$ cat src/rtl/read_num_com_mass_pkg.sv
// Shared constants for the 7-segment overlay: segment boxes, probe windows,
// FSM states and the mask->digit table used by both renderer and reader.
package read_num_com_mass_pkg;

  localparam int SEG_W = 7;

  typedef enum logic [1:0] {S_IDLE, S_ACCUM, S_DECODE} state_t;

  // Inclusive box bounds relative to the digit origin; index 0 is seg1.
  typedef struct packed {
    logic [3:0] x0;
    logic [3:0] x1;
    logic [5:0] y0;
    logic [5:0] y1;
  } box_t;

  localparam box_t SEG_BOX [SEG_W] = '{
    '{4'd0,  4'd3,  6'd0,  6'd23},
    '{4'd0,  4'd13, 6'd0,  6'd3 },
    '{4'd10, 4'd13, 6'd0,  6'd23},
    '{4'd0,  4'd3,  6'd20, 6'd43},
    '{4'd10, 4'd13, 6'd20, 6'd43},
    '{4'd0,  4'd13, 6'd40, 6'd43},
    '{4'd0,  4'd13, 6'd20, 6'd23}
  };

  // 2x2 probe windows, each inside exactly one segment box.
  localparam logic [3:0] PROBE_DX [SEG_W] = '{4'd1, 4'd6, 4'd11, 4'd1, 4'd11, 4'd6, 4'd6};
  localparam logic [5:0] PROBE_DY [SEG_W] = '{6'd10, 6'd1, 6'd10, 6'd31, 6'd31, 6'd41, 6'd21};

  typedef struct packed {
    logic       err;
    logic [3:0] digit;
  } dec_t;

  function automatic dec_t seg_to_digit(input logic [SEG_W-1:0] mask);
    dec_t r;
    r = '{err: 1'b0, digit: 4'd0};
    case (mask)
      7'h3F: r.digit = 4'd0;
      7'h14: r.digit = 4'd1;
      7'h6E: r.digit = 4'd2;
      7'h76: r.digit = 4'd3;
      7'h55: r.digit = 4'd4;
      7'h73: r.digit = 4'd5;
      7'h7B: r.digit = 4'd6;
      7'h16: r.digit = 4'd7;
      7'h7F: r.digit = 4'd8;
      7'h77: r.digit = 4'd9;
      default: r.err = 1'b1;
    endcase
    return r;
  endfunction

endpackage

$ cat src/rtl/read_num_com_mass_if.sv
// Raster/pixel input bundle and decoded-digit result bundle of the overlay reader.
interface read_num_com_mass_if;
  import read_num_com_mass_pkg::*;

  logic [10:0]      x;
  logic [9:0]       y;
  logic [10:0]      countx;
  logic [9:0]       county;
  logic             pix_in;
  logic             frame_start;
  logic             frame_end;
  logic [3:0]       digit;
  logic [SEG_W-1:0] seg_mask;
  logic             digit_valid;
  logic             glyph_err;
  logic             stable;

  modport master (
    output x, y, countx, county, pix_in, frame_start, frame_end,
    input  digit, seg_mask, digit_valid, glyph_err, stable
  );

  modport slave (
    input  x, y, countx, county, pix_in, frame_start, frame_end,
    output digit, seg_mask, digit_valid, glyph_err, stable
  );

endinterface

$ cat src/rtl/read_num_com_mass_seg_probe.sv
// One segment probe: 2x2 window match against the aligned raster position and a
// saturating hit counter; the segment reads ON once enough window pixels are lit.
module read_num_com_mass_seg_probe #(
  parameter logic [3:0] DX      = 4'd0,
  parameter logic [5:0] DY      = 6'd0,
  parameter int         HIT_MIN = 3
) (
  input  logic        clk,
  input  logic        reset,
  input  logic [10:0] ox,
  input  logic [9:0]  oy,
  input  logic [10:0] cx,
  input  logic [9:0]  cy,
  input  logic        pix,
  input  logic        en,
  input  logic        clr,
  input  logic        ld,
  output logic        seg_on
);

  logic [11:0] wx, wy, px, py;
  logic        hit;
  logic [2:0]  cnt;

  // 12-bit sums cannot wrap, so a window past the raster edge simply never matches.
  assign wx  = {1'b0, ox} + {8'd0, DX};
  assign wy  = {2'b0, oy} + {6'd0, DY};
  assign px  = {1'b0, cx};
  assign py  = {2'b0, cy};
  assign hit = pix && (px >= wx) && (px <= wx + 12'd1) && (py >= wy) && (py <= wy + 12'd1);

  always_ff @(posedge clk) begin
    if (!reset)                        cnt <= '0;
    else if (clr)                      cnt <= '0;
    else if (ld)                       cnt <= {2'b00, hit};
    else if (en && hit && cnt != 3'd7) cnt <= cnt + 3'd1;
  end

  assign seg_on = (cnt >= 3'(HIT_MIN));

endmodule

$ cat src/rtl/read_num_com_mass.sv
// Overlay digit reader: aligns raster counters with the rendered pixel, probes the
// seven segments over a frame and decodes the digit plus a stability flag.
module read_num_com_mass
  import read_num_com_mass_pkg::*;
#(
  parameter int PIX_LAT       = 1,
  parameter int HIT_MIN       = 3,
  parameter int STABLE_FRAMES = 3
) (
  input logic               clk,
  input logic               reset,
  read_num_com_mass_if.slave bus
);

  localparam int             MC_W   = $clog2(STABLE_FRAMES + 1);
  localparam logic [MC_W-1:0] MC_SAT = MC_W'(STABLE_FRAMES);

  logic [10:0]      cx;
  logic [9:0]       cy;
  logic [10:0]      ox;
  logic [9:0]       oy;
  logic [SEG_W-1:0] seg_on;
  state_t           state, state_nxt;
  logic             start_seen;
  logic             latch_en, cnt_clr, cnt_ld, cnt_en, dec_en, abort;
  dec_t             res;
  logic [3:0]       digit_r;
  logic [SEG_W-1:0] mask_r;
  logic             valid_r, err_r;
  logic [MC_W-1:0]  mcnt;

  // Counter delay line so each pix_in is compared with its own coordinate.
  if (PIX_LAT == 0) begin : g_nolat
    assign cx = bus.countx;
    assign cy = bus.county;
  end else begin : g_lat
    logic [PIX_LAT-1:0][10:0] cx_pipe;
    logic [PIX_LAT-1:0][9:0]  cy_pipe;
    always_ff @(posedge clk) begin
      if (!reset) begin
        cx_pipe <= '0;
        cy_pipe <= '0;
      end else begin
        cx_pipe[0] <= bus.countx;
        cy_pipe[0] <= bus.county;
        for (int i = 1; i < PIX_LAT; i++) begin
          cx_pipe[i] <= cx_pipe[i-1];
          cy_pipe[i] <= cy_pipe[i-1];
        end
      end
    end
    assign cx = cx_pipe[PIX_LAT-1];
    assign cy = cy_pipe[PIX_LAT-1];
  end

  for (genvar i = 0; i < SEG_W; i++) begin : g_seg
    read_num_com_mass_seg_probe #(
      .DX(PROBE_DX[i]), .DY(PROBE_DY[i]), .HIT_MIN(HIT_MIN)
    ) u_probe (
      .clk(clk), .reset(reset), .ox(ox), .oy(oy), .cx(cx), .cy(cy),
      .pix(bus.pix_in), .en(cnt_en), .clr(cnt_clr), .ld(cnt_ld), .seg_on(seg_on[i])
    );
  end

  always_ff @(posedge clk) begin
    if (!reset) begin
      state      <= S_IDLE;
      start_seen <= 1'b0;
      ox         <= '0;
      oy         <= '0;
    end else begin
      state      <= state_nxt;
      start_seen <= (state == S_ACCUM) && bus.frame_start && bus.frame_end;
      if (latch_en) begin
        ox <= bus.x;
        oy <= bus.y;
      end
    end
  end

  always_comb begin
    state_nxt = state;
    case (state)
      S_IDLE:   if (bus.frame_start) state_nxt = S_ACCUM;
      S_ACCUM:  if (bus.frame_end)   state_nxt = S_DECODE;
      S_DECODE: state_nxt = (start_seen || bus.frame_start) ? S_ACCUM : S_IDLE;
      default:  state_nxt = S_IDLE;
    endcase
  end

  // A start coinciding with the end latches the origin at once; the decode cycle then
  // restarts the counters with that cycle's sample, which belongs to the new frame.
  always_comb begin
    latch_en = 1'b0;
    cnt_clr  = 1'b0;
    cnt_ld   = 1'b0;
    cnt_en   = 1'b0;
    dec_en   = 1'b0;
    abort    = 1'b0;
    case (state)
      S_IDLE: begin
        latch_en = bus.frame_start;
        cnt_clr  = bus.frame_start;
      end
      S_ACCUM: begin
        cnt_en   = 1'b1;
        latch_en = bus.frame_start;
        cnt_clr  = bus.frame_start && !bus.frame_end;
        abort    = bus.frame_start && !bus.frame_end;
      end
      S_DECODE: begin
        dec_en   = 1'b1;
        cnt_ld   = start_seen;
        latch_en = bus.frame_start && !start_seen;
        cnt_clr  = bus.frame_start && !start_seen;
      end
      default: ;
    endcase
  end

  assign res = seg_to_digit(seg_on);

  always_ff @(posedge clk) begin
    if (!reset) begin
      digit_r <= '0;
      mask_r  <= '0;
      valid_r <= 1'b0;
      err_r   <= 1'b0;
      mcnt    <= '0;
    end else begin
      valid_r <= dec_en;
      if (dec_en) begin
        mask_r  <= seg_on;
        digit_r <= res.digit;
        err_r   <= res.err;
        if (res.err) mcnt <= '0;
        else if (res.digit == digit_r && mcnt != '0) begin
          if (mcnt != MC_SAT) mcnt <= mcnt + 1'b1;
        end else mcnt <= MC_W'(1);
      end else if (abort) begin
        mcnt <= '0;
      end
    end
  end

  assign bus.digit       = digit_r;
  assign bus.seg_mask    = mask_r;
  assign bus.digit_valid = valid_r;
  assign bus.glyph_err   = err_r;
  assign bus.stable      = (mcnt >= MC_SAT);

endmodule

$ cat src/flat_wrapper.sv
// flat-port wrapper written by rule: the top's interface ports become plain ports
module read_num_com_mass_flat import read_num_com_mass_pkg::*;
#(
  parameter int PIX_LAT       = 1,
  parameter int HIT_MIN       = 3,
  parameter int STABLE_FRAMES = 3
)
  (clk, reset, bus_x, bus_y, bus_countx, bus_county, bus_pix_in, bus_frame_start, bus_frame_end, bus_digit, bus_seg_mask, bus_digit_valid, bus_glyph_err, bus_stable);
  read_num_com_mass_if bus_i ();
  input logic clk;
  input logic reset;
  input wire logic [$bits(bus_i.x)-1:0] bus_x;
  input wire logic [$bits(bus_i.y)-1:0] bus_y;
  input wire logic [$bits(bus_i.countx)-1:0] bus_countx;
  input wire logic [$bits(bus_i.county)-1:0] bus_county;
  input wire logic [$bits(bus_i.pix_in)-1:0] bus_pix_in;
  input wire logic [$bits(bus_i.frame_start)-1:0] bus_frame_start;
  input wire logic [$bits(bus_i.frame_end)-1:0] bus_frame_end;
  output wire logic [$bits(bus_i.digit)-1:0] bus_digit;
  output wire logic [$bits(bus_i.seg_mask)-1:0] bus_seg_mask;
  output wire logic [$bits(bus_i.digit_valid)-1:0] bus_digit_valid;
  output wire logic [$bits(bus_i.glyph_err)-1:0] bus_glyph_err;
  output wire logic [$bits(bus_i.stable)-1:0] bus_stable;
  assign bus_i.x = bus_x;
  assign bus_i.y = bus_y;
  assign bus_i.countx = bus_countx;
  assign bus_i.county = bus_county;
  assign bus_i.pix_in = bus_pix_in;
  assign bus_i.frame_start = bus_frame_start;
  assign bus_i.frame_end = bus_frame_end;
  assign bus_digit = bus_i.digit;
  assign bus_seg_mask = bus_i.seg_mask;
  assign bus_digit_valid = bus_i.digit_valid;
  assign bus_glyph_err = bus_i.glyph_err;
  assign bus_stable = bus_i.stable;
  read_num_com_mass #(.PIX_LAT(PIX_LAT), .HIT_MIN(HIT_MIN), .STABLE_FRAMES(STABLE_FRAMES)) u_core (.clk(clk), .reset(reset), .bus(bus_i));
endmodule
$ cat config.mk
export PLATFORM = sky130hd
export DESIGN_NAME = read_num_com_mass_flat
export DESIGN_NICKNAME = d
export VERILOG_FILES = /design/src/rtl/read_num_com_mass_pkg.sv /design/src/rtl/read_num_com_mass_if.sv /design/src/rtl/read_num_com_mass_seg_probe.sv /design/src/rtl/read_num_com_mass.sv /design/src/flat_wrapper.sv
export SDC_FILE = /design/constraint.sdc
export NUM_CORES = 1
export LEC_CHECK = 0
export CORE_MARGIN = 1
export CORE_UTILIZATION = 50
export CTS_BUF_LIST = sky130_fd_sc_hd__clkbuf_4 sky130_fd_sc_hd__clkbuf_8
export DETAILED_ROUTE_END_ITERATION = 8
export PLACE_DENSITY = 0.79
export SLEW_MARGIN = 10
export SYNTH_ARGS = -nofsm -noshare
export SYNTH_HDL_FRONTEND = slang
export SYNTH_HIERARCHICAL = 1
export SYNTH_SLANG_ARGS = --single-unit
$ cat constraint.sdc
create_clock -name clk -period 5.7 [get_ports clk]
set_input_delay 1.14 -clock clk [delete_from_list [all_inputs] [get_ports clk]]
set_output_delay 1.14 -clock clk [all_outputs]
set_load 0.01 [all_outputs]
Word-level counts from Yosys, hierarchy flattened. Index checks and enable logic that the tools add are counted.

Register bits: 81. Input bits: 47. Output and inout bits: 14. Word-level logic and storage cells: 187.

$add $sub $neg: 24. Magnitude comparators: 24. Equal/unequal tests: 24. Multiplexer cells: 31. Bitwise operators: 1. Reductions and logical operators: 58.

Operator list (number): adder 11 x 1 -> 12 bit (second input constant) (6); less-or-equal comparator 10 x 12 -> 1 bit (5); greater-or-equal comparator 10 x 11 -> 1 bit (5); equality test 7 bit (second input constant) (7); logical AND 1 bit (39); adder 12 x 1 -> 12 bit (second input constant) (3); greater-or-equal comparator 11 x 12 -> 1 bit (3); less-or-equal comparator 11 x 12 -> 1 bit (3); one-hot mux 4 bit (9 select lines) (1); adder 10 x 5 -> 11 bit (second input constant) (2); adder 3 x 1 -> 3 bit (second input constant) (7); greater-or-equal comparator 3 x 2 -> 1 bit (second input constant) (7); inequality test 3 bit (second input constant) (7); two-way mux 1 bit (20); nonzero test 2 bit (9); equality test 7 x 5 -> 1 bit (second input constant) (2); two-way mux 2 bit (7); adder 11 x 3 -> 12 bit (second input constant) (1); adder 11 x 4 -> 12 bit (second input constant) (1); adder 10 x 1 -> 11 bit (second input constant) (1); adder 10 x 4 -> 11 bit (second input constant) (1); adder 10 x 6 -> 11 bit (second input constant) (1); OR reduction 10 bit (1); equality test 7 x 6 -> 1 bit (second input constant) (1); 17 further kinds (22).

Longest topological paths before layout.
Word-level depth: 10. Mapped depth: 18. Depth with buffers taken out: 17.

By module. The synthesis kept the hierarchy.

Modules (own cells, without submodules): read_num_com_mass (times used 1, cells each 254, area each 2230.9 um^2); read_num_com_mass_seg_probe (u_core.g_seg[5].u_probe) (times used 1, cells each 261, area each 2092.0 um^2); read_num_com_mass_seg_probe (u_core.g_seg[6].u_probe) (times used 1, cells each 256, area each 2082.0 um^2); read_num_com_mass_seg_probe (u_core.g_seg[0].u_probe) (times used 1, cells each 253, area each 2023.2 um^2); read_num_com_mass_seg_probe (u_core.g_seg[4].u_probe) (times used 1, cells each 256, area each 2023.2 um^2); read_num_com_mass_seg_probe (u_core.g_seg[1].u_probe) (times used 1, cells each 252, area each 1986.9 um^2); read_num_com_mass_seg_probe (u_core.g_seg[2].u_probe) (times used 1, cells each 238, area each 1935.6 um^2); read_num_com_mass_seg_probe (u_core.g_seg[3].u_probe) (times used 1, cells each 236, area each 1910.6 um^2).

Least setup slack after synthesis. Ideal clock, no wire load.

Kind: register -> register. From: register u_core.oy[0]. To: register u_core.g_seg[6].u_probe.cnt[0]. Arrival time: 4.694 ns. Required time: 5.572 ns. Setup slack: 0.879 ns. Cell stages (with the launch flop): 17. Cell sequence: dfxtp_1 > buf_2 > inv_1 > ha_1 > or3_1 > or3_1 > nor3_1 > nand2_1 > xnor2_1 > ha_1 > nand3_1 > or2_0 > or4b_2 > o21ai_1 > o2111ai_2 > o311ai_1 > a21oi_1.

Cells in the longest elaborated chain, start to end: 7. Elaborated cells between the ends (all ways): 10. Classes of those cells: 2 x add/sub; 2 x order compare; 1 x mux; 5 x reduce/logical.

Ends and longest elaborated chain: from (decl) (line read_num_com_mass.sv:21) `logic [9:0] oy;`; from (signal assigned) (line read_num_com_mass.sv:76) `oy <= bus.y;`; adder 10 x 5 -> 11 bit (*) (line read_num_com_mass_seg_probe.sv:27) `assign wy = {2'b0, oy} + {6'd0, DY};`; adder 11 x 1 -> 12 bit / greater-or-equal comparator 10 x 11 -> 1 bit (equally long branches) (line read_num_com_mass_seg_probe.sv:30) `assign hit = pix && (px >= wx) && (px <= wx + 12'd1) && (py >= wy) && (py <= wy + 12'd1);`; less-or-equal comparator 10 x 12 -> 1 bit / logical AND 1 bit (equally long branches) (line read_num_com_mass_seg_probe.sv:30); logical AND 1 bit (*) (line read_num_com_mass_seg_probe.sv:30); logical AND 1 bit (2 in series) (line read_num_com_mass_seg_probe.sv:36) `else if (en && hit && cnt != 3'd7) cnt <= cnt + 3'd1;`; nonzero test 2 bit (no source line); to (signal assigned) (line read_num_com_mass_seg_probe.sv:35) `else if (ld) cnt <= {2'b00, hit};`; to (signal assigned) (line read_num_com_mass_seg_probe.sv:36); to (decl) (line read_num_com_mass_seg_probe.sv:23) `logic [2:0] cnt;`.

Every way passes the cells marked *; elsewhere a longest branch is shown, timed or not. A chain may end at the register's enable or synchronous reset.

Worst setup path after layout.
From: register u_core.oy[2]. To: register u_core.g_seg[2].u_probe.cnt[2].

Cells in the longest elaborated chain, start to end: 6. Elaborated cells between the ends (all ways): 8. Classes of those cells: 2 x add/sub; 2 x order compare; 4 x reduce/logical.

Ends and longest elaborated chain (line): adder 10 x 4 -> 11 bit (*) (read_num_com_mass_seg_probe.sv:27); adder 11 x 1 -> 12 bit / greater-or-equal comparator 10 x 11 -> 1 bit (equally long branches) (read_num_com_mass_seg_probe.sv:30); less-or-equal comparator 10 x 12 -> 1 bit / logical AND 1 bit (equally long branches) (read_num_com_mass_seg_probe.sv:30); logical AND 1 bit (*) (read_num_com_mass_seg_probe.sv:30); logical AND 1 bit (*) (2 in series) (read_num_com_mass_seg_probe.sv:36); to (signal assigned) (read_num_com_mass_seg_probe.sv:35); to (signal assigned) (read_num_com_mass_seg_probe.sv:36); to (decl) (read_num_com_mass_seg_probe.sv:23).

Marks and branches as above.

==> results.cfg <==
[clocking]
clk_pin_slew_ns = 0.10
cts_buffers = 9
h-tree-depth = 3
clockBufferDepth = 2
clockRootBuffer = clkbuf_8
clock-sinks = 81
post_cts_buffers = 0
holdBufCountCts = 0
postCtsResizedCells = 0
cts_tree = yes
worst_skew_pair.late_latency_ns = 0.39

[synth]
syn-num-nets = 2401
synth_cell_types = 127
synth-edff-count = 0
synth.avg_cell_area_um2 = 8.12
synthCells = 2006
yosysWarnings = 6
ys_seq_area_frac = 0.0996
ys.flop_type = dfxtp_1
netlist_area_um2 = 16300
synth-seq-cells = 81
synthArstFlopShare = 0

[global_route]
grt_max_degree = 59
grt_pass1_wl_mm = 75.7
antenna_found_initial = 0
grt_pass1_vias = 15057
grt_usage = 0.280
overflow = 0

[power]
p_comb_frac = 0.514
fin_total_pwr_mw = 2.31
switching_share = 0.437
internal_power_mw = 1.30
ir_worst_vdd_uv = 165
power_density_nw_per_um2 = 130
leakagePower_nw = 7.34
power_frac_seq = 0.285
switchingPower_mw = 1.01
clkPwrFrac = 0.201

[cells_and_area]
antenna_cells = 0
fin_cells = 2517
nNetsFinal = 2472
utilization = 0.558
drive_above_1_share = 0.0725
synthToLayoutAreaGrowth_pct = 9.03
final_cell_mix = ha_1, nand2_1, a21oi_1
layout_commonest_cell = ha_1

[setup_path]
cpLargestDelayFamily = compound AO/OA/AOI/OAI gates
reg2reg_from = u_core/oy[2]
slowest_stage = dfxtp_1
cp_data_arrival_time_ns = 5.01
worstSetupPathType = reg2reg
crit_required_ns = 5.98
path_cells = buf_4 -> a21oi_1 -> or3_1 -> and2_1 -> nor2_1 -> nand2_1 -> nor3_1 -> xor2_1 -> ha_1 -> a211oi_1 -> o21ai_1 -> and2b_1 -> a211o_1 -> o211ai_2 -> a2111oi_4 -> nor2_1 -> a2111oi_2
cpPeakStageDelay_ns = 0.69
end_kind = flip-flop
cp_common_cell = nor2_1
cp.buffers_inverters = 1
r2r_cells = 17
r2r_end = u_core/g_seg[2].u_probe/cnt[2]
cp-start-kind = flip-flop
cp_max_fo = 25
rrSetupSlack_ns = 0.97

[drt]
wl_per_cell_um = 19.0
vias_per_cell = 6.26
routed_wl_mm = 47.7
vias = 15762
drt_iter0_drc = 1493
postRouteAntennaNets = 0
drc = 0
drt_first_pass_iters = 6

[sta]
setup_viol_count_final = 0
drv_slew = 0
finalHoldViolCount = 0
worst_slew_pin_slew_ns = 1.19
maxSlewHeadroom = 0.208
clock.fmax_mhz = 212
rsz0062_at_grt = false
fin_crit_sh = 0.829
skew_ns = 0.0134
tns_ns = 0
finalCriticalPeriod_ns = 4.73

[floorplan]
start_util = 0.512
die_y_um = 182
row_count = 65
ios = 61
die_x_um = 182
core_um2 = 31800
die_area_um2 = 33300

[hold_path]
hold_end = u_core/bus.seg_mask[3]
hold_path.class = reg2reg
holdCritStartpoint = u_core/bus.seg_mask[3]
holdPathStages = 2

[place]
gp_congestion = 0.981
io_buffers = 60
dp.final_hpwl_mm = 36.4
placedCellCount = 2501

[status]
status = complete, no violations

[job]
drv_cap = 0
-- flip-flops by register name (all words and copies together), names as in the netlist --
register	count
u_core/bus.digit_valid	1
u_core/cy	10
u_core/state	2
u_core/mcnt	2
u_core/oy	10
u_core/cx	11
u_core/g_seg.u_probe/cnt	21
u_core/start_seen	1
u_core/bus.glyph_err	1
u_core/bus.digit	4
u_core/bus.seg_mask	7
u_core/ox	11
-- worst max path at each step --
stage,startpoint,endpoint,slack [ns],depth (start not counted)
after detailed placement,u_core/oy[2],u_core/g_seg[2].u_probe/cnt[2],1.02,17
final,u_core/oy[2],u_core/g_seg[2].u_probe/cnt[2],0.97,17
after CTS,u_core/oy[2],u_core/g_seg[2].u_probe/cnt[2],0.98,17
after global routing,u_core/oy[2],u_core/g_seg[2].u_probe/cnt[2],0.63,17
after global placement,u_core/oy[1],u_core/g_seg[6].u_probe/cnt[0],1.23,15
after floorplan,u_core/oy[0],u_core/g_seg[6].u_probe/cnt[0],0.88,16
-- layout make-up --
type                    instances  area [µm²]
inverters                      96         360
well taps                     435         544
multi-input cells            1782       14000
repair buffers                107         966
flip-flops and latches         81        1630
fillers                      2892       14000
clock buffers                   9         124
clock inverters                 7        90.1
-- cell families (layout without fill, tap and decap cells) --
group / count (synthesis) / after routing / synth area share
simple gates: 707 / 707 / 0.247
compound gates: 489 / 489 / 0.216
fa+ha+maj: 349 / 349 / 0.268
xor+xnor: 229 / 229 / 0.126
buf+inv: 143 / 219 / 0.0380
flops: 81 / 81 / 0.0996
mux: 8 / 8 / 0.00499
-- stage by stage --
stage / hold slack [ns] / setup WS, ns / area, µm²
after global placement: 0.448 / 1.23 / 17500
after floorplan: 0.452 / 0.879 / 16300
after CTS: 0.468 / 0.981 / 17800
after detailed placement: 0.455 / 1.02 / 17500
after global routing: 0.498 / 0.632 / 17800
final: 0.467 / 0.973 / 17800
-- worst reg2reg max path, cell delays in order, from the launching register on --
cell       delay [ns]
dfxtp_1          0.69
buf_4            0.40
a21oi_1          0.23
or3_1            0.41
and2_1           0.22
nor2_1           0.11
nand2_1          0.09
nor3_1           0.21
xor2_1           0.21
ha_1             0.29
a211oi_1         0.25
o21ai_1          0.11
and2b_1          0.21
a211o_1          0.11
o211ai_2         0.15
a2111oi_4        0.47
nor2_1           0.11
a2111oi_2        0.35
-- cells in the mapped netlist (7+ instances only) --
| cell type | n | area [µm²] |
|---|---|---|
| nor3_1 | 45 | 225 |
| nor2_1 | 107 | 402 |
| clkbuf_1 | 18 | 67.6 |
| o211ai_1 | 24 | 180 |
| and3_1 | 16 | 100 |
| nand2_1 | 165 | 619 |
| xor2_1 | 114 | 998 |
| nand3b_1 | 8 | 60.1 |
| and4_1 | 14 | 123 |
| inv_1 | 92 | 345 |
| and2_1 | 35 | 219 |
| a211o_1 | 16 | 140 |
| nor4_1 | 13 | 81.3 |
| mux2i_1 | 7 | 70.1 |
| or2_2 | 7 | 43.8 |
| o21ai_0 | 77 | 385 |
| o21a_1 | 25 | 188 |
| and4b_1 | 11 | 110 |
| ha_1 | 348 | 4350 |
| o211a_1 | 7 | 70.1 |
| a21oi_1 | 119 | 596 |
| o31ai_1 | 16 | 120 |
| o21ai_1 | 7 | 35.0 |
| a311oi_1 | 7 | 61.3 |
| o22ai_1 | 9 | 56.3 |
| nand3_1 | 69 | 345 |
| a21o_1 | 36 | 270 |
| a31oi_1 | 9 | 56.3 |
| nor2b_1 | 33 | 206 |
| nor3b_1 | 16 | 120 |
| nand4_1 | 39 | 244 |
| buf_2 | 19 | 95.1 |
| a221o_1 | 7 | 70.1 |
| dfxtp_1 | 81 | 1620 |
| xnor2_1 | 108 | 946 |
| a211oi_1 | 23 | 173 |
| nand2b_1 | 38 | 238 |
| o2111ai_1 | 12 | 105 |
| nand4b_1 | 12 | 105 |
| or3_1 | 18 | 113 |
-- power by group through the flow --
stage          Combinational, mW  Clock, mW  Sequential, mW
2_1_floorplan              0.817          0           0.674
3_3_place_gp                1.11          0           0.668
6_report                    1.19      0.464           0.658
5_1_grt                     1.32      0.490           0.661
4_1_cts                     1.17      0.469           0.656
3_5_place_dp                1.16          0           0.669
-- routing by layer --
metal | vias up | share of wire | GRT usage
met5 | - | 0 | 0
met4 | 0 | 0.033 | 0.106
met3 | 116 | 0.064 | 0.0273
met2 | 600 | 0.47 | 0.478
met1 | 7435 | 0.44 | 0.362
li1 | 7611 | - | -
No activity file was read; power rests on OpenSTA's default activity.
